<file path="src/rtl/regfile_writeback_queue.sv">
// rtl/regfile_writeback_queue.sv - writeback FIFO driving the register file write port
// Forwards queued (not yet written) values onto the rs/rt read paths.
module regfile_writeback_queue #(
  parameter  int DEPTH  = 4,
  parameter  int DATA_W = 8,
  parameter  int ADDR_W = 4,
  localparam int CNT_W  = $clog2(DEPTH + 1),
  localparam int PTR_W  = $clog2(DEPTH)
) (
  input  logic              clk,
  input  logic              n_reset,
  input  logic              wb_valid,
  input  logic [ADDR_W-1:0] wb_rd,
  input  logic [DATA_W-1:0] wb_data,
  output logic              wb_ready,
  input  logic              drain_hold,
  output logic              rf_n_w,
  output logic [ADDR_W-1:0] rf_rd,
  output logic [DATA_W-1:0] rf_data_in,
  input  logic [ADDR_W-1:0] rs,
  input  logic [ADDR_W-1:0] rt,
  input  logic [DATA_W-1:0] rf_rs_data,
  input  logic [DATA_W-1:0] rf_rt_data,
  output logic [DATA_W-1:0] rs_data,
  output logic [DATA_W-1:0] rt_data,
  output logic [CNT_W-1:0]  count,
  output logic              empty,
  output logic              full
);

  logic [ADDR_W-1:0] rd_mem_q   [DEPTH];
  logic [ADDR_W-1:0] rd_mem_d   [DEPTH];
  logic [DATA_W-1:0] data_mem_q [DEPTH];
  logic [DATA_W-1:0] data_mem_d [DEPTH];
  logic [PTR_W-1:0]  head_q, head_d;
  logic [PTR_W-1:0]  tail_q, tail_d;
  logic [CNT_W-1:0]  count_q, count_d;
  logic              push, pop;

  assign count    = count_q;
  assign empty    = (count_q == '0);
  assign full     = (count_q == CNT_W'(DEPTH));
  assign wb_ready = !full;
  assign rf_n_w   = !(!empty && !drain_hold);
  assign rf_rd      = empty ? '0 : rd_mem_q[head_q];
  assign rf_data_in = empty ? '0 : data_mem_q[head_q];

  // Writes to r0 complete the handshake but are dropped.
  assign push = wb_valid && wb_ready && (wb_rd != '0);
  assign pop  = !rf_n_w;

  always_comb begin
    rd_mem_d   = rd_mem_q;
    data_mem_d = data_mem_q;
    head_d     = head_q;
    tail_d     = tail_q;
    count_d    = count_q;
    if (push) begin
      rd_mem_d[tail_q]   = wb_rd;
      data_mem_d[tail_q] = wb_data;
      tail_d             = tail_q + 1'b1;
    end
    if (pop) begin
      head_d = head_q + 1'b1;
    end
    case ({push, pop})
      2'b10:   count_d = count_q + 1'b1;
      2'b01:   count_d = count_q - 1'b1;
      default: count_d = count_q;
    endcase
  end

  always_ff @(posedge clk or negedge n_reset) begin
    if (!n_reset) begin
      head_q  <= '0;
      tail_q  <= '0;
      count_q <= '0;
      for (int i = 0; i < DEPTH; i++) begin
        rd_mem_q[i]   <= '0;
        data_mem_q[i] <= '0;
      end
    end else begin
      head_q     <= head_d;
      tail_q     <= tail_d;
      count_q    <= count_d;
      rd_mem_q   <= rd_mem_d;
      data_mem_q <= data_mem_d;
    end
  end

  // Walk oldest to youngest so the last match wins.
  function automatic logic [DATA_W-1:0] fwd(input logic [ADDR_W-1:0] a,
                                            input logic [DATA_W-1:0] raw);
    logic [DATA_W-1:0] v;
    logic [PTR_W-1:0]  idx;
    v = raw;
    for (int i = 0; i < DEPTH; i++) begin
      idx = head_q + PTR_W'(i);
      if ((CNT_W'(i) < count_q) && (rd_mem_q[idx] == a)) begin
        v = data_mem_q[idx];
      end
    end
    if (a == '0) begin
      v = '0;
    end
    return v;
  endfunction

  always_comb begin
    rs_data = fwd(rs, rf_rs_data);
    rt_data = fwd(rt, rf_rt_data);
  end

endmodule

</file>
<file path="config.mk">
export PLATFORM = sky130hd
export DESIGN_NAME = regfile_writeback_queue
export DESIGN_NICKNAME = d
export VERILOG_FILES = /design/src/rtl/regfile_writeback_queue.sv
export SDC_FILE = /design/constraint.sdc
export NUM_CORES = 1
export LEC_CHECK = 0
export CORE_MARGIN = 2
export CORE_UTILIZATION = 57
export CTS_BUF_LIST = sky130_fd_sc_hd__clkbuf_4
export CTS_CLUSTER_SIZE = 24
export DETAILED_ROUTE_END_ITERATION = 7
export PLACE_DENSITY = 0.89
export SETUP_SLACK_MARGIN = 0.05
export SLEW_MARGIN = 15
export SYNTH_ARGS = -nofsm -noshare
export SYNTH_HDL_FRONTEND = slang
export SYNTH_SLANG_ARGS = --single-unit
</file>
<file path="constraint.sdc">
create_clock -name clk -period 4.8 [get_ports clk]
set_clock_uncertainty 0.15 [all_clocks]
set_input_delay 1.2 -clock clk [delete_from_list [all_inputs] [get_ports clk]]
set_output_delay 1.2 -clock clk [all_outputs]
set_load 0.02 [all_outputs]
</file>
==> results of run 1 <==
-- area by class of cell --
cell class                      instances  area (sq um)  area share
Timing Repair Buffer                  132          1160       0.185
Inverter                                8          30.0     0.00476
Clock inverter                          3          22.5     0.00357
Clock buffer                            5          37.5     0.00595
Tap cell                              108           135      0.0214
Sequential cell                        55          1380       0.219
Multi-Input combinational cell        404          3540       0.561
-- per-layer routing --
layer	routed length, microns	GRT usage	vias up
met2	7440	0.533	243
met5	0	0	-
li1	-	-	2114
met3	1210	0.0345	37
met1	6280	0.446	2323
met4	307	0.0983	0
-- worst max-delay path, delay by kind of cell --
| family | cells | cell delay, ns |
|---|---|---|
| buffers and inverters | 3 | 0.88 |
| XOR/XNOR | 1 | 0.12 |
| AND/OR/NAND/NOR | 2 | 0.56 |
| AO/OA/AOI/OAI | 2 | 0.69 |
-- through the flow --
stage	TNS, ns	utilization	hold WS (ns)	worst slack [ns]
global placement	-3.25	0.714	0.356	-0.323
finish	0	0.734	0.402	0.00834
CTS	-0.0213	0.727	0.403	-0.0213
global route	-0.123	0.734	0.422	-0.0377
detailed placement	-3.48	0.714	0.367	-0.329
floorplan	0	-	0.346	0.423
-- what timing repair did --
item                       CTS  global route
resized for setup           50            29
setup endpoints to repair   16            16
pin swaps                    0             2
-- cell usage in the layout (no fill, tap or decap), types with 6 or more instances in the layout --
master            n
buf_4            58
clkdlybuf4s50_1  54
mux2_2           53
dfrtp_1          53
o21ai_0          39
mux2i_1          37
nand2_1          33
xnor2_1          29
mux4_2           24
a21oi_1          24
nor2_1           24
nor4_1           14
nor3_1           11
xor2_1           11
a211oi_1         11
ha_1              9
inv_1             7
o211ai_1          7
nor2b_1           7
a2111oi_2         7
nor3_2            6
a211oi_2          6
-- sequential cells by signal, summed over array words and instances, names as in the netlist --
signal and cells:
rd_mem_q 16, head_q 2, count 3, tail_q 2, data_mem_q 32
-- cells by family (layout without fill, tap and decap cells) --
kind of cell,count (synthesis),after routing,synth area share
buffers and inverters,45,148,0.0414
and+or+nand+nor,122,122,0.126
AOI/OAI and AO/OA,117,117,0.153
adders and majority gates,9,9,0.0226
DFF,55,55,0.276
xor gates and xnor gates,40,40,0.0702
muxes,116,116,0.311
-- path summary, 6_finish.rpt --
check                                 endpoint  cells past startpoint  slack (ns)
worst max-delay path                rt_data[3]                      8       0.008
worst min-delay path            data_mem_q[15]                      1        0.40
worst max register to register    rd_mem_q[10]                      7        2.05
worst min register to register  data_mem_q[15]                      1        0.40
max in group asynchronous            head_q[1]                      1        3.33
min in group asynchronous          rd_mem_q[1]                      1        0.68
==> impl_metrics.ini, run 1 <==
[run_status]
status = finished, final reports clean

[placed_design]
post-dp-hpwl_microns = 11700
placed_area_sq_um = 6130
numPortBuffers = 74
gp_congestion = 0.977
place_inst = 707

[floorplanning]
io_pins = 75
die_y_microns = 97.6
die_area_sq_um = 9520
die_w_microns = 97.6
start_util = 0.581
rows = 34
core_sq_um = 8590

[critical_path]
cp_max_fo = 8
slowest_delay_ns = 0.45
required_ns = 3.45
rr_startpoint = count[1]
startpoint = rt[2]
cp-end-kind = output port
worst-setup-path-type = in2out
cp_slowest_cell = or4_4
crit_chain = clkdlybuf4s50_1, buf_4, xnor2_1, or4_4, a21o_4, a2111oi_2, nor3_2, clkdlybuf4s15_2
cp_data_arrival_time_ns = 3.44
start_kind = input pin

[global_route]
grt_first_pass_wirelength_microns = 24500
track_usage = 0.321
grt_pass1_vias = 4759
overflow = 0
grt_max_degree = 56
antenna_found_initial = 0

[logic_synthesis]
synthCells = 504
async_reset_ff_frac = 1.00
synth_top_area_cell = dfrtp_1
synth_commonest_cells = dfrtp_1, mux2_2, o21ai_0
ys_types = 47
syn_avg_cell_area_sq_um = 9.90
yosysSeqAreaShare = 0.276
netlist.area_leader.share = 0.276
synth_seq_cells = 55
yosys-top-cells-area = dfrtp_1, mux2_2, mux4_2
yosys.cell_count.top_type = dfrtp_1
ys_warn_count = 0
synth_enable_flop_cells = 0
syn_area_sq_um = 4990
synth-main-ff-cell = dfrtp_1
synth.net_count = 553

[clocking]
ctsHoldBuffers = 0
cts_setup_buffers = 0
clockBufferDepth = 2
cts_root_buf = clkbuf_4
cts_buffers = 5
cts.clk_slew.worst_paths_ns = 0.16
clock_latency_ns = 0.39
cts-htree-levels = 2
cts.sinks = 55
cts_tree = done

[sta]
period_share = 0.998
min_period_ns = 4.79
worst_pin_slew_ns = 0.683
rsz0062_at_grt = true
maxSlewViolCount = 0
fmax_mhz = 209
final_hold_viol_count = 0
setup_viol = 0
maxSlewHeadroom = 0.544

[final_layout]
syn2layout_area_growth_pct = 26.4
final_nets = 655
final_area_sq_um = 6310
layout-drive-gt1-share = 0.316
nFillCells = 629
diodes = 0
final_cells = 715

[detailed_routing]
vias = 4717
dr.pass1.iters = 6
ant_nets = 0
drtIter0Drc = 484
post_drt_via_cell_ratio = 6.60
drc = 0
totalWireLength_microns = 15200
wl_per_cell_microns = 21.3

[min_path]
holdCritPathClass = reg2reg
hp-start = data_mem_q[15]

[flow_run]
maxCapViolCount = 0
Power of run 1 is left out: the tool's default activity adds up to more than one toggle a clock period on the data nets, which glitch-free logic cannot reach.
==> inputs of run 2 (changes only) <==
--- a/config.mk
+++ b/config.mk
@@ -6,11 +6,12 @@
 export NUM_CORES = 1
 export LEC_CHECK = 0
 export CORE_MARGIN = 2
-export CORE_UTILIZATION = 57
+export CORE_UTILIZATION = 61
 export CTS_BUF_LIST = sky130_fd_sc_hd__clkbuf_4
 export CTS_CLUSTER_SIZE = 24
 export DETAILED_ROUTE_END_ITERATION = 7
-export PLACE_DENSITY = 0.89
+export GPL_TIMING_DRIVEN = 1
+export PLACE_DENSITY = 0.95
 export SETUP_SLACK_MARGIN = 0.05
 export SLEW_MARGIN = 15
 export SYNTH_ARGS = -nofsm -noshare
==> constraint.sdc (replaced) <==
create_clock -name clk -period 6.11 [get_ports clk]
set_clock_uncertainty 0.15 [all_clocks]
set_input_delay 1.5275 -clock clk [delete_from_list [all_inputs] [get_ports clk]]
set_output_delay 1.5275 -clock clk [all_outputs]
set_load 0.02 [all_outputs]
==> run 2 against run 1 <==
Critical path depth fell by 1. Setup slack improved by 0.10 ns. Sequential cell count did not move. Wire length fell by 5.9%. Clock-buffer cell count rose by 1. Hold slack improved by 0.0067 ns. Final cell count fell by 7.1%. Die area fell by 6.3%. Via count fell by 3.2%. Sequential share of layout area rose by 1.7 points. Critical path type unchanged. Highest routed layer unchanged.
==> impl_metrics.ini, run 2 (same netlist as run 1, synthesis figures left out) <==
[clocking]
cts-htree-levels = 2
ctsResizeCount = 0
cts.clk_slew.worst_paths_ns = 0.17
cts_buffers = 5
cts.sinks = 55
clockBufferDepth = 2
cts_tree = done
ctsHoldBuffers = 0
cts_setup_buffers = 0
clock_latency_ns = 0.40
cts_root_buf = clkbuf_4

[final_layout]
nFillCells = 505
final_nets = 610
layout_common_cells = clkdlybuf4s50_1, mux2_2, dfrtp_1
largest_register = data_mem_q
regArea_sq_um = 1380
multi_input_area_sq_um = 3430
syn2layout_area_growth_pct = 17.5
layout-drive-gt1-share = 0.212
final_common_cell = clkdlybuf4s50_1
diodes = 0
largest_register_ffs = 32

[global_route]
grt_first_pass_wirelength_microns = 23000
grt_max_degree = 56
track_usage = 0.335
grt_pass1_vias = 4436
overflow = 0
antenna_found_initial = 0

[sta]
rsz0062_at_grt = false
maxSlewHeadroom = 0.267
period_share = 0.982
maxSlewViolCount = 0
setup_viol = 0
worst_pin_slew_ns = 1.10
min_period_ns = 6.00
fmax_mhz = 167
final_hold_viol_count = 0
fin_setup_tns_ns = 0

[floorplanning]
rows = 32
io_pins = 75
start_util = 0.639
die_y_microns = 94.4
die_area_sq_um = 8920
die_w_microns = 94.4
core_sq_um = 7810

[critical_path]
start_kind = input pin
cp-end-kind = output port
cp_max_fo = 9
cp_data_arrival_time_ns = 4.32
reg2reg_slack_ns = 3.13
required_ns = 4.43
worst-setup-path-type = in2out

[detailed_routing]
post_drt_via_cell_ratio = 6.88
ant_nets = 0
drc = 0
drtIter0Drc = 426
dr.pass1.iters = 6
totalWireLength_microns = 14300
vias = 4568
wl_per_cell_microns = 21.6

[placed_design]
numPortBuffers = 74
post-dp-hpwl_microns = 10800
gp_congestion = 1.15

[min_path]
holdCritPathClass = reg2reg

[run_status]
status = finished, final reports clean

[flow_run]
maxCapViolCount = 0
[run 2: changes by cell type in the layout (fill, tap and decap cells not counted), sizes merged, moves of 3 or more]
cell           delta
buf              -47
clkbuf            -3
clkdlybuf4s15     -5
clkdlybuf4s50    +19
dlygate4sd2       -5
dlymetal6s2s      -3
[run 2: path summary, 6_finish.rpt]
| check | start | endpoint | cells past startpoint |
|---|---|---|---|
| worst max-delay path | rt[2] | rt_data[6] | 7 |
| worst min-delay path | data_mem_q[9] | data_mem_q[9] | 1 |
| worst max register to register | count[0] | count[2] | 8 |
| worst min register to register | data_mem_q[9] | data_mem_q[9] | 1 |
| max in group asynchronous | n_reset | head_q[0] | 2 |
| min in group asynchronous | n_reset | tail_q[0] | 2 |
[run 2: worst max-delay path: stages]
cell and delay, ns:
clkdlybuf4s50_1 0.62, xnor2_1 0.15, or4_4 0.57, a21o_4 0.29, a2111oi_1 0.50, nor3_1 0.10
clkdlybuf4s50_1 0.55
[run 2: per-stage QoR]
step	std cells	hold slack (ns)	util	instance area [sq um]	setup WS, ns
2_1_floorplan	504	0.346	-	4990	1.08
3_3_place_gp	656	0.357	0.740	5780	0.225
3_5_place_dp	656	0.370	0.740	5780	0.0661
4_1_cts	664	0.406	0.748	5840	0.0590
5_1_grt	664	0.431	0.751	5860	0.0636
6_report	664	0.409	0.751	5860	0.111
[run 2: layout make-up]
type	count	area share
timing repair buffer	87	0.142
sequential	55	0.236
inverter	8	0.00512
multi-input combinational	404	0.585
tap	102	0.0218
clock inverter	2	0.00277
clock buffer	6	0.00768
[run 2: per-layer routing]
metal,track usage,part of all wire,vias up
met5,0,0,-
met1,0.450,0.40,2182
met2,0.542,0.47,300
met4,0.132,0.039,0
met3,0.0630,0.092,65
li1,-,-,2021
Power of run 2 is left out for the same reason.
==> inputs of run 3 (changes only) <==
--- a/config.mk
+++ b/config.mk
@@ -8,10 +8,10 @@
 export CORE_MARGIN = 2
 export CORE_UTILIZATION = 61
 export CTS_BUF_LIST = sky130_fd_sc_hd__clkbuf_4
-export CTS_CLUSTER_SIZE = 24
+export CTS_CLUSTER_SIZE = 16
 export DETAILED_ROUTE_END_ITERATION = 7
 export GPL_TIMING_DRIVEN = 1
-export PLACE_DENSITY = 0.95
+export PLACE_DENSITY = 0.89
 export SETUP_SLACK_MARGIN = 0.05
 export SLEW_MARGIN = 15
 export SYNTH_ARGS = -nofsm -noshare
==> run 3 against run 2 <==
Non-clock buffer count up 5. Global-route usage rose by 2.4 points. Fmax grew 0.99%. Wire length increased by 8.0%.
==> impl_metrics.ini, run 3 (same netlist as run 1, synthesis figures left out) <==
[critical_path]
cp_max_fo = 9
crit_end = rt_data[1]
start_kind = input pin
worst-setup-path-type = in2out
cp-end-kind = output port
startpoint = rt[1]
reg2regPathDepth = 8
rr_startpoint = count[0]
required_ns = 4.43
cp_data_arrival_time_ns = 4.26
reg2reg_slack_ns = 3.14
regToRegEndpoint = count[2]

[clocking]
cts.clk_slew.worst_paths_ns = 0.15
cts-htree-levels = 2
cts_buffers = 5
cts.sinks = 55
cts_tree = done
cts_root_buf = clkbuf_4
ctsResizeCount = 0
cts_setup_buffers = 0
clockBufferDepth = 2
ctsHoldBuffers = 0
clock_latency_ns = 0.38

[floorplanning]
rows = 32
start_util = 0.639
io_pins = 75
core_sq_um = 7810
die_w_microns = 94.4
die_y_microns = 94.4
die_area_sq_um = 8920

[sta]
rsz0062_at_grt = false
fin_setup_tns_ns = 0
maxSlewHeadroom = 0.282
period_share = 0.972
setup_viol = 0
min_period_ns = 5.94
whs_ns = 0.403
fmax_mhz = 168
worst_pin_slew_ns = 1.07
final_hold_viol_count = 0
maxSlewViolCount = 0

[detailed_routing]
totalWireLength_microns = 15500
dr.pass1.iters = 5
post_drt_via_cell_ratio = 6.94
drtIter0Drc = 425
ant_nets = 0
drc = 0
wl_per_cell_microns = 23.1
vias = 4646

[final_layout]
syn2layout_area_growth_pct = 17.8
final_common_cell = clkdlybuf4s50_1
layout_common_cells = clkdlybuf4s50_1, mux2_2, dfrtp_1
largest_register = data_mem_q
final_nets = 615
diodes = 0
largest_register_ffs = 32
layout-drive-gt1-share = 0.210

[min_path]
holdCritPathClass = reg2reg
holdPathStages = 1

[placed_design]
post-dp-hpwl_microns = 11700
gp_congestion = 1.05
numPortBuffers = 74

[run_status]
status = finished, final reports clean

[global_route]
track_usage = 0.359
grt_first_pass_wirelength_microns = 24200
antenna_found_initial = 0
grt_pass1_vias = 4413
overflow = 0
grt_max_degree = 56

[flow_run]
maxCapViolCount = 0
## run 3: routing by layer
| metal | GRT usage | wire length [microns] | vias up |
|---|---|---|---|
| met4 | 0.0930 | 415 | 0 |
| li1 | - | - | 2035 |
| met3 | 0.0654 | 1650 | 53 |
| met2 | 0.607 | 7410 | 326 |
| met1 | 0.480 | 6000 | 2232 |
| met5 | 0 | 0 | - |
## run 3: worst max-delay path: stages
cell             delay [ns]
clkdlybuf4s50_1        0.52
xnor2_1                0.17
or4_1                  0.61
a21o_4                 0.33
a2111oi_1              0.44
nor3_1                 0.10
clkdlybuf4s50_1        0.56
## run 3: worst min path at each step
stage	start	to	slack, ns
final	data_mem_q[29]	data_mem_q[29]	0.40
after global routing	data_mem_q[5]	data_mem_q[5]	0.41
after CTS	data_mem_q[29]	data_mem_q[29]	0.40
after detailed placement	data_mem_q[29]	data_mem_q[29]	0.37
after global placement	data_mem_q[8]	data_mem_q[8]	0.36
after floorplan	data_mem_q[15]	data_mem_q[15]	0.35
## run 3: cell type report
cell class                 count  area (sq um)
clock buffer                   6          45.0
clock inverter                 2          16.3
fill                         571          1930
inverter                       8          30.0
multi-input combinational    404          3410
sequential                    55          1380
tap                          102           128
timing repair buffer          92           873
## run 3: per-stage QoR
stage | instance area [sq um] | std cells | worst slack, ns | utilization
floorplan | 4990 | 504 | 1.08 | -
global placement | 5810 | 661 | 0.286 | 0.745
detailed placement | 5810 | 661 | 0.224 | 0.745
CTS | 5880 | 669 | 0.218 | 0.753
global route | 5880 | 669 | 0.104 | 0.753
finish | 5880 | 669 | 0.170 | 0.753
Power of run 3 is left out for the same reason.
